$ cat config.mk
export PLATFORM = sky130hd
export DESIGN_NAME = reg_file_wr_arbiter
export DESIGN_NICKNAME = d
export VERILOG_FILES = /design/src/rtl/reg_file_wr_arbiter.sv
export SDC_FILE = /design/constraint.sdc
export NUM_CORES = 1
export LEC_CHECK = 0
export CELL_PAD_IN_SITES_DETAIL_PLACEMENT = 1
export CELL_PAD_IN_SITES_GLOBAL_PLACEMENT = 1
export CORE_ASPECT_RATIO = 1.4
export CORE_MARGIN = 5
export CORE_UTILIZATION = 25
export CTS_CLUSTER_DIAMETER = 30
export DETAILED_ROUTE_END_ITERATION = 10
export PLACE_DENSITY_LB_ADDON = 0.08
export SLEW_MARGIN = 20
export SYNTH_ARGS = -nofsm -noshare
export SYNTH_HDL_FRONTEND = slang
export SYNTH_SLANG_ARGS = --single-unit
$ cat constraint.sdc
create_clock -name clk -period 1.5 [get_ports clk]
set_clock_uncertainty 0.05 [all_clocks]
set_input_delay 0.3 -clock clk [delete_from_list [all_inputs] [get_ports clk]]
set_output_delay 0.3 -clock clk [all_outputs]
set_load 0.03 [all_outputs]
$ cat src/rtl/reg_file_wr_arbiter.sv
// Round-robin arbiter sharing the single register-file write port.
// One registered write pulse and one-cycle ack per grant, then a RELEASE cycle before re-arbitration.
module reg_file_wr_arbiter #(
    parameter int N_REQ  = 2,
    parameter int ADDR_W = 4,
    parameter int DATA_W = 32
) (
    input  logic                      clk,
    input  logic                      areset,
    input  logic [N_REQ-1:0]          req,
    input  logic [N_REQ*ADDR_W-1:0]   req_addr,
    input  logic [N_REQ*DATA_W-1:0]   req_data,
    output logic [N_REQ-1:0]          ack,
    output logic                      rf_wr_en,
    output logic [ADDR_W-1:0]         rf_wr_addr,
    output logic [DATA_W-1:0]         rf_wr_data,
    output logic                      busy
);

    localparam int PTR_W = $clog2(N_REQ);

    typedef enum logic [1:0] {
        IDLE    = 2'd0,
        WRITE   = 2'd1,
        RELEASE = 2'd2
    } state_t;

    state_t              state, state_n;
    logic [PTR_W-1:0]    ptr, ptr_n;
    logic [PTR_W-1:0]    win, cand;
    logic                found;
    int                  idx;

    logic [N_REQ-1:0]    ack_n;
    logic                wr_en_n;
    logic [ADDR_W-1:0]   wr_addr_n;
    logic [DATA_W-1:0]   wr_data_n;
    logic                busy_n;

    // First asserted request searching from ptr upward, wrapping mod N_REQ.
    always_comb begin
        found = 1'b0;
        win   = '0;
        idx   = 0;
        cand  = '0;
        for (int i = 0; i < N_REQ; i++) begin
            idx = int'(ptr) + i;
            if (idx >= N_REQ) idx = idx - N_REQ;
            cand = PTR_W'(idx);
            if (!found && req[cand]) begin
                found = 1'b1;
                win   = cand;
            end
        end
    end

    always_ff @(posedge clk) begin
        if (areset) begin
            state      <= IDLE;
            ptr        <= '0;
            ack        <= '0;
            rf_wr_en   <= 1'b0;
            rf_wr_addr <= '0;
            rf_wr_data <= '0;
            busy       <= 1'b0;
        end else begin
            state      <= state_n;
            ptr        <= ptr_n;
            ack        <= ack_n;
            rf_wr_en   <= wr_en_n;
            rf_wr_addr <= wr_addr_n;
            rf_wr_data <= wr_data_n;
            busy       <= busy_n;
        end
    end

    always_comb begin
        state_n = IDLE;
        case (state)
            IDLE:    state_n = found ? WRITE : IDLE;
            WRITE:   state_n = RELEASE;
            RELEASE: state_n = IDLE;
            default: state_n = IDLE;
        endcase
    end

    always_comb begin
        ack_n     = '0;
        wr_en_n   = 1'b0;
        wr_addr_n = rf_wr_addr;
        wr_data_n = rf_wr_data;
        busy_n    = 1'b0;
        ptr_n     = ptr;
        case (state)
            IDLE: begin
                if (found) begin
                    wr_en_n    = 1'b1;
                    ack_n[win] = 1'b1;
                    wr_addr_n  = req_addr[int'(win)*ADDR_W +: ADDR_W];
                    wr_data_n  = req_data[int'(win)*DATA_W +: DATA_W];
                    busy_n     = 1'b1;
                    ptr_n      = (win == PTR_W'(N_REQ-1)) ? '0 : win + 1'b1;
                end
            end
            WRITE:   busy_n = 1'b1;
            // RELEASE ignores req so a request still high in the ack cycle is not regranted.
            RELEASE: busy_n = 1'b0;
            default: begin
                wr_addr_n = '0;
                wr_data_n = '0;
                ptr_n     = ptr;
            end
        endcase
    end

endmodule

# Word level (Yosys, flattened, before mapping)
# Cells that the tools add are included.
[classes]
n_addsub = 4
order_cmp = 6
eq_ne = 3
shifts = 2
muxes = 21
bitwise = 3
n_reduce_logical = 9
[op_table]
columns = ["cell", "count"]
rows = [
  ["$pmux 32 s2", 1],
  ["$shiftx 64x7->32", 1],
  ["$mux 32", 1],
  ["$mux 1", 14],
  ["$pmux 4 s2", 1],
  ["$shiftx 8x4->4", 1],
  ["$lt 1x2->1 const B", 3],
  ["$mux 4", 1],
  ["$pmux 2 s2", 1],
  ["$reduce_and 2->1", 2],
  ["$reduce_or 2->1", 2],
  ["$not 1->1", 3],
  ["$reduce_or 3->1", 1],
  ["$add 1x1->2 const B", 1],
  ["$eq 2x1->1 const B", 1],
  ["$eq 2x2->1 const B", 1],
  ["$ge 1x2->1 const B", 1],
  ["$ge 2x2->1 const B", 1],
  ["$logic_and 1x1->1", 2],
  ["$logic_not 2->1", 1],
  ["$ne 2x2->1 const B", 1],
  ["$pmux 1 s2", 1],
  ["$sub 1x1->1 const B", 2],
  ["$add 1x1->1 const B", 1],
  ["3 further kinds", 3],
]
[word_totals]
register_bits = 43
out_inout_bits = 40
elab_cells = 55

# Longest topological paths before layout
# Gate-level depths: netlist of the first run.
[depth]
ltp_word = 12
depth_mapped = 8

# Worst setup path before layout of the first run
# No wires, ideal clock.
[synth_path]
path_type = "register to register"
start = "register state[1]"
end = "register rf_wr_addr[0]"
setup_ns = 0.068
t_arrival_ns = 1.447
t_required_ns = 1.382
setup_slack_ns = -0.065
stages_incl_launch_ff = 9
path_buffers = 2
cell_sequence = "dfxtp_1 > inv_1 > ha_1 > or3b_4 > inv_2 > nand2b_1 > buf_6 > buf_6 > o2bb2ai_2"
[synth_between]
elab_chain_cells = 4
elab_cells_between_ends = 8
cone_classes = "3 x eq/ne; 1 x mux; 1 x bitwise; 3 x reduce/logical"
[synth_lines]
columns = ["element", "line", "source"]
rows = [
  ["from (decl)", "28", "state_t state, state_n;"],
  ["from (signal assigned)", "67", "state <= state_n;"],
  ["$eq 2x1->1 or $eq 2x2->1 (tied branches)", "94", "case (state)"],
  ["$reduce_or 2->1 (no source line)", "--", ""],
  ["$not 1->1 (no source line)", "--", ""],
  ["$reduce_and 2->1 (no source line)", "--", ""],
  ["to (signal assigned)", "71", "rf_wr_addr <= wr_addr_n;"],
  ["to (decl)", "15", "output logic [ADDR_W-1:0] rf_wr_addr,"],
]
# Parallel ways exist; a longest one is shown, timed or not.
# A chain may end at the register's enable or synchronous reset.

# Worst setup path in the final report of the first run
[layout_path]
start = "register state[0]"
end = "register rf_wr_data[3]"
[layout_between]
elab_chain_cells = 4
elab_cells_between_ends = 8
cone_classes = "3 x eq/ne; 1 x mux; 1 x bitwise; 3 x reduce/logical"
[layout_lines]
columns = ["element", "line", "source"]
rows = [
  ["$eq 2x1->1 or $eq 2x2->1 (tied branches)", "94", ""],
  ["$reduce_or 2->1 (no source line)", "--", ""],
  ["$not 1->1 (no source line)", "--", ""],
  ["$reduce_and 2->1 (no source line)", "--", ""],
  ["to (signal assigned)", "72", "rf_wr_data <= wr_data_n;"],
  ["to (decl)", "16", "output logic [DATA_W-1:0] rf_wr_data,"],
]
# Parallel ways exist; a longest one is shown, timed or not.

==> results of run 1 <==
## critical path, cell delays in order (launching register included)
cell       delay, ps
dfxtp_2          340
inv_2             60
ha_4             120
or3b_4           390
inv_4             70
nand2b_4         140
clkbuf_16        210
o2bb2ai_4        100
## cell usage after synthesis (all sizes together)
| master | instances |
|---|---|
| dfxtp | 43 |
| a21oi | 2 |
| ha | 3 |
| and2 | 1 |
| o21ai | 2 |
| nor2b | 1 |
| a311oi | 1 |
| buf | 11 |
| mux2i | 36 |
| o2bb2ai | 36 |
| inv | 6 |
| nand2b | 1 |
| or3b | 1 |
| nor2 | 3 |
## cells in the final DEF, fill, tap and decap left out, drive strengths merged, types with 3 or more instances in the layout
master	count
dfxtp	43
clkbuf	8
buf	21
inv	6
mux2i	36
clkdlybuf4s50	73
nor2	3
ha	3
o2bb2ai	36
dlygate4sd2	38
## worst max path at each step
stage | endpoint | slack [ps] | depth (start not counted)
CTS | rf_wr_data[26] | -30 | 7
global route | rf_wr_data[11] | -120 | 7
finish | rf_wr_data[3] | -40 | 7
detailed placement | rf_wr_data[25] | -400 | 7
floorplan | rf_wr_addr[0] | 10 | 8
global placement | rf_wr_data[23] | -360 | 7
## registers in the layout, indices dropped and copies added, names as in the netlist
name        flops
ptr             1
rf_wr_addr      4
state           2
rf_wr_en        1
busy            1
ack             2
rf_wr_data     32
## routing by layer
metal | wire length, um | vias to the layer above | global-route usage
met1 | 2320 | 787 | 0.133
met4 | 40 | 0 | 0.0348
met5 | 0 | - | 0
met2 | 3370 | 61 | 0.232
met3 | 358 | 4 | 0.0310
li1 | - | 812 | -
## what timing repair did
item	in CTS	in global routing
pin swaps	1	6
setup buffers	1	2
gates cloned	1	3
endpoints found under the setup margin	74	35
resized for setup	49	13
## power breakdown
part | internal (mW) | switching (mW)
clock | 0.539 | 0.388
sequential | 1.25 | 0.0760
combinational | 0.551 | 0.533
total | 2.34 | 0.997
## cells by family after synthesis
logic type                 after synthesis  share of synthesized area
AOI/OAI and AO/OA                       41                      0.274
buffers and inverters                   17                     0.0555
adders and majority gates                3                     0.0194
DFF                                     43                      0.444
muxes                                   36                      0.186
and+or+nand+nor                          7                     0.0213
## area by class of cell
cell class	count	area (um2)
fill	842	3990
timing repair buffer	136	1410
multi-input combinational	87	1120
sequential	43	862
tap	100	125
clock buffer	6	82.6
clock inverter	2	35.0
inverter	6	25.0
## metrics by stage
step                      setup WS [ps]  power, mW   util
after floorplan                    11.0       1.87      -
after global placement             -362       2.39  0.436
after detailed placement           -400       2.40  0.436
after CTS                         -30.9       3.31  0.454
after global routing               -116       3.51  0.478
final                             -35.3       3.33  0.478
==> metrics, run 1 <==
die area=between 9000 and 10,000 um2; slew margin rel.=0.786; die extent in x=84.4 um; Crit path arrival time=1710 ps; critical path class=reg2reg; final non-filler cell area=3660 um2; endpoints failing setup=36; LEAKAGE=approximately 1.7 nW; worst-skew pair later-pin latency=between 200 and 300 ps; WL final=between 6 and 7 mm; placed instance area=approximately 3300 um2; vias in the first global route=1,878; CTS H-tree lvls=2; Critical Path Source Type=flip-flop; Num CTS Buffers=5; Worst Setup Slack, final=-35.3 ps; starting density of the core=0.253; WP data required=between 1500 and 2000 ps; Peak VDD IR=0.528 mV; core area=around 7700 um2; share of cells above drive strength 1=0.275; minimum clock period=1540 ps; Worst Max-Slew Pin Slew=312 ps; Reg clk slew, reported paths=80 ps; Post-Syn Instances=147; IO Count=around 120; syn_nets=approximately 230; Hold Crit Start=rf_wr_data[22]; Hold Path Depth=1; Area growth syn-to-layout=88.8%; fin cells=380; Starting DRT DRC Count=39; drt pass-1 iters=4; TritonCTS clock tree=yes; DR DRC count=0; Longest Clk Path Bufs=2; RSZ-0062 raised after global routing=yes; Setup TNS=-586 ps; max frequency=approximately 650 MHz; status=finished, violations left; DP Wirelength=4.54 mm; Mapped Avg Cell Area=approximately 13 um2; Row Count=38; CP startpoint=state[0]; initial antenna violation count=0; Port Buf Inserts=roughly 120; reg2reg setup slack=-40 ps; # diodes=0; largest net degree at the start of global routing=27; top cells by area, synth=dfxtp_1, o2bb2ai_2, mux2i_1; GRT Overall Usage=0.122; fin crit share=1.02; via count=1,664; #FFs+latches synth=43; Syn. warnings=0; Final Hold Slack=roughly 420 ps; post-route ant nets=0; Max Fanout on Critical Path=6; max-slew violation count=0; Die Y=approximately 110 um; Crit Reg-Reg Endpoint=rf_wr_data[3]; placed instance count=around 370; first-pass GRT wire length=approximately 9.5 mm; Hold WC Path Type=reg2reg; Worst Hold Path EP=rf_wr_data[22]; Final Hold Fails=0; Netlist cell types=19; clk sinks=43; cell taking the most area after synthesis=dfxtp_1; total grt overflow=0; Root Buffer=clkbuf_8; max-cap viol count=0; post-synth top area share=0.444; vias per inst=between 4 and 5; worst reg-to-reg path cell count=7; GP Congestion=between 0.7 and 0.8; failing checks=setup timing; Critical Path End Type=flip-flop; post-synthesis sequential area ratio=0.444; wire per inst=16.0 um; Crit Reg-Reg Startpoint=state[0]; CTS Hold Buffers Added=0; Power Density=911 nW/um2; nets@finish=358; Syn Std Cell Area=~1900 um2
Note: power is estimated with default switching activity, not from simulation.
==> run 2: changes to the inputs <==
- CELL_PAD_IN_SITES_GLOBAL_PLACEMENT: 1 -> 2
- CORE_MARGIN: 5 -> unset
- CORE_UTILIZATION: 25 -> 20
- PLACE_DENSITY: unset -> 0.8
- PLACE_DENSITY_LB_ADDON: 0.08 -> unset
==> metrics, run 2 (synthesis gave the netlist of run 1 again) <==
nets@finish=356 (-0.56%); starting density of the core=0.205 (-0.0483); Critical Path Source Type=flip-flop; core area=9460 um2 (+24%); vias per inst=4.38 (about the same); die area=10,100 um2 (+4.7%); commonest non-fill, non-tap cell in the layout=clkdlybuf4s50_1; die extent in x=85.2 um (+0.93%); share of cells above drive strength 1=0.263 (-0.0124); max-cap viol count=0 (unchanged); IO Count=116 (unchanged); minimum clock period=1550 ps (+15.6 ps); Row Count=42 (+11%); Critical Path End Type=flip-flop; worst-skew pair later-pin latency=280 ps (about the same); DR DRC count=0 (unchanged); initial antenna violation count=0 (unchanged); largest stage delay on the critical path=390 ps (about the same); max frequency=645 MHz (-1.0%); CP top delay family=simple AND/OR/NAND/NOR gates; Hold WC Path Type=reg2reg; Worst Setup Slack, final=-50.9 ps (-15.6 ps); Num CTS Buffers=5 (unchanged); vias in the first global route=1,779 (-5.3%); Top reg by flops=rf_wr_data; Crit path arrival time=1720 ps (about the same); most frequent cells in the layout=clkdlybuf4s50_1, dlygate4sd2_1, dfxtp_1; first-pass GRT wire length=9.32 mm (-1.8%); GP Congestion=0.640 (-13%); Die Y=119 um (+3.8%); WL final=6.26 mm (+2.8%); placed instance count=373 (+2.2%); status=finished, violations left; Root Buffer=clkbuf_16; post-route ant nets=0 (unchanged); Area growth syn-to-layout=95.6%; drt pass-1 iters=4 (unchanged); register area=863 um2 (+0.15%); Crit Reg-Reg Endpoint=rf_wr_data[7]; Multi-input gate area=1200 um2 (+6.5%); via count=1,700 (+2.2%); endpoints failing setup=36 (unchanged); Peak VDD IR=0.614 mV (+16%); critical path depth=7 (unchanged); slew margin rel.=0.738 (-0.0481); CTS H-tree lvls=2 (unchanged); RSZ-0062 raised after global routing=yes; Port Buf Inserts=115 (unchanged); critical path class=reg2reg; failing checks=setup timing; GRT Overall Usage=0.120 (-0.00248); largest net degree at the start of global routing=25 (-7.4%); DP Wirelength=4.25 mm (-6.3%); total grt overflow=0 (unchanged); crit path buf inv count=3 (unchanged); Worst Max-Slew Pin Slew=382 ps (+70.2 ps); max-slew violation count=0 (unchanged); TritonCTS clock tree=yes; fin crit share=1.03 (+0.0104); Filler Cells Inserted=1,026 (+22%); Longest Clk Path Bufs=2 (unchanged); Starting DRT DRC Count=18 (-54%); fin util=0.401 (-0.0772); CTS Hold Buffers Added=0 (unchanged); Final Hold Fails=0 (unchanged); LEAKAGE=1.71 nW (+2.9%); CP startpoint=state[0]; clk sinks=43 (unchanged); critical path, cell by cell=inv_2 > ha_4 > or3b_4 > inv_4 > nand2b_4 > buf_12 > o2bb2ai_4; WP data required=1670 ps (about the same); reg2reg setup slack=-50 ps (-20 ps); wire per inst=16.1 um (+0.71%); Final Hold Slack=416 ps (-3.56 ps); fin cells=388 (+2.1%); worst reg-to-reg path cell count=7 (unchanged); # diodes=0 (unchanged); slowest CP cell=or3b_4; Max Fanout on Critical Path=6 (unchanged); biggest regs=rf_wr_data x32, rf_wr_addr x4; max FFs per register=32 (unchanged); CP Capture Point=rf_wr_data[7]; Power Density=1020 nW/um2 (+12%); Crit Reg-Reg Startpoint=state[0]; Reg clk slew, reported paths=60 ps (-20 ps)
==> run 2: final cells by class <==
cell class	instances	area share
Clock inverter	3	0.0178
Timing Repair Buffer	134	0.363
Inverter	6	0.00660
Sequential cell	43	0.228
Tap cell	110	0.0363
Clock buffer	5	0.0330
Multi-Input combinational cell	87	0.316
==> run 2: routing by layer <==
| layer | GRT usage | wire length, um | vias to the layer above |
|---|---|---|---|
| met4 | 0.0413 | 74 | 0 |
| met2 | 0.225 | 3350 | 84 |
| met3 | 0.0405 | 548 | 6 |
| li1 | - | - | 813 |
| met1 | 0.121 | 2290 | 797 |
| met5 | 0 | 0 | - |
==> run 2: through the flow <==
step | worst slack, ps | area, um2 | setup TNS, ps | power (mW)
2_1_floorplan | 11.0 | 1970 | 0 | 1.87
3_3_place_gp | -355 | 3330 | -12200 | 2.37
3_5_place_dp | -438 | 3330 | -14920 | 2.38
4_1_cts | -92.0 | 3550 | -1510 | 3.81
5_1_grt | -102 | 3790 | -3150 | 4.05
6_report | -50.9 | 3790 | -1250 | 3.86
==> run 2: worst min-delay path by stage <==
| stage | cells past startpoint | slack, ps | startpoint | to |
|---|---|---|---|---|
| floorplan | 1 | 320 | areset | state[1] |
| global placement | 1 | 400 | rf_wr_data[22] | rf_wr_data[22] |
| detailed placement | 1 | 400 | rf_wr_data[22] | rf_wr_data[22] |
| CTS | 1 | 410 | rf_wr_data[22] | rf_wr_data[22] |
| global route | 1 | 430 | rf_wr_data[28] | rf_wr_data[28] |
| finish | 1 | 420 | rf_wr_addr[3] | rf_wr_addr[3] |
==> run 2: power by group <==
part	leakage (nW)	internal [mW]	total, mW	switching, mW
logic	1.26	0.550	1.11	0.559
clock network	0.0900	0.954	1.42	0.470
registers	0.354	1.25	1.33	0.0795
total	1.71	2.75	3.86	1.11
==> run 2: what timing repair did <==
| action | in CTS | in global routing |
|---|---|---|
| pin swaps | 0 | 7 |
| setup endpoints to repair | 76 | 29 |
| resized for setup | 46 | 20 |
| setup buffers | 0 | 3 |
| gates cloned | 2 | 2 |
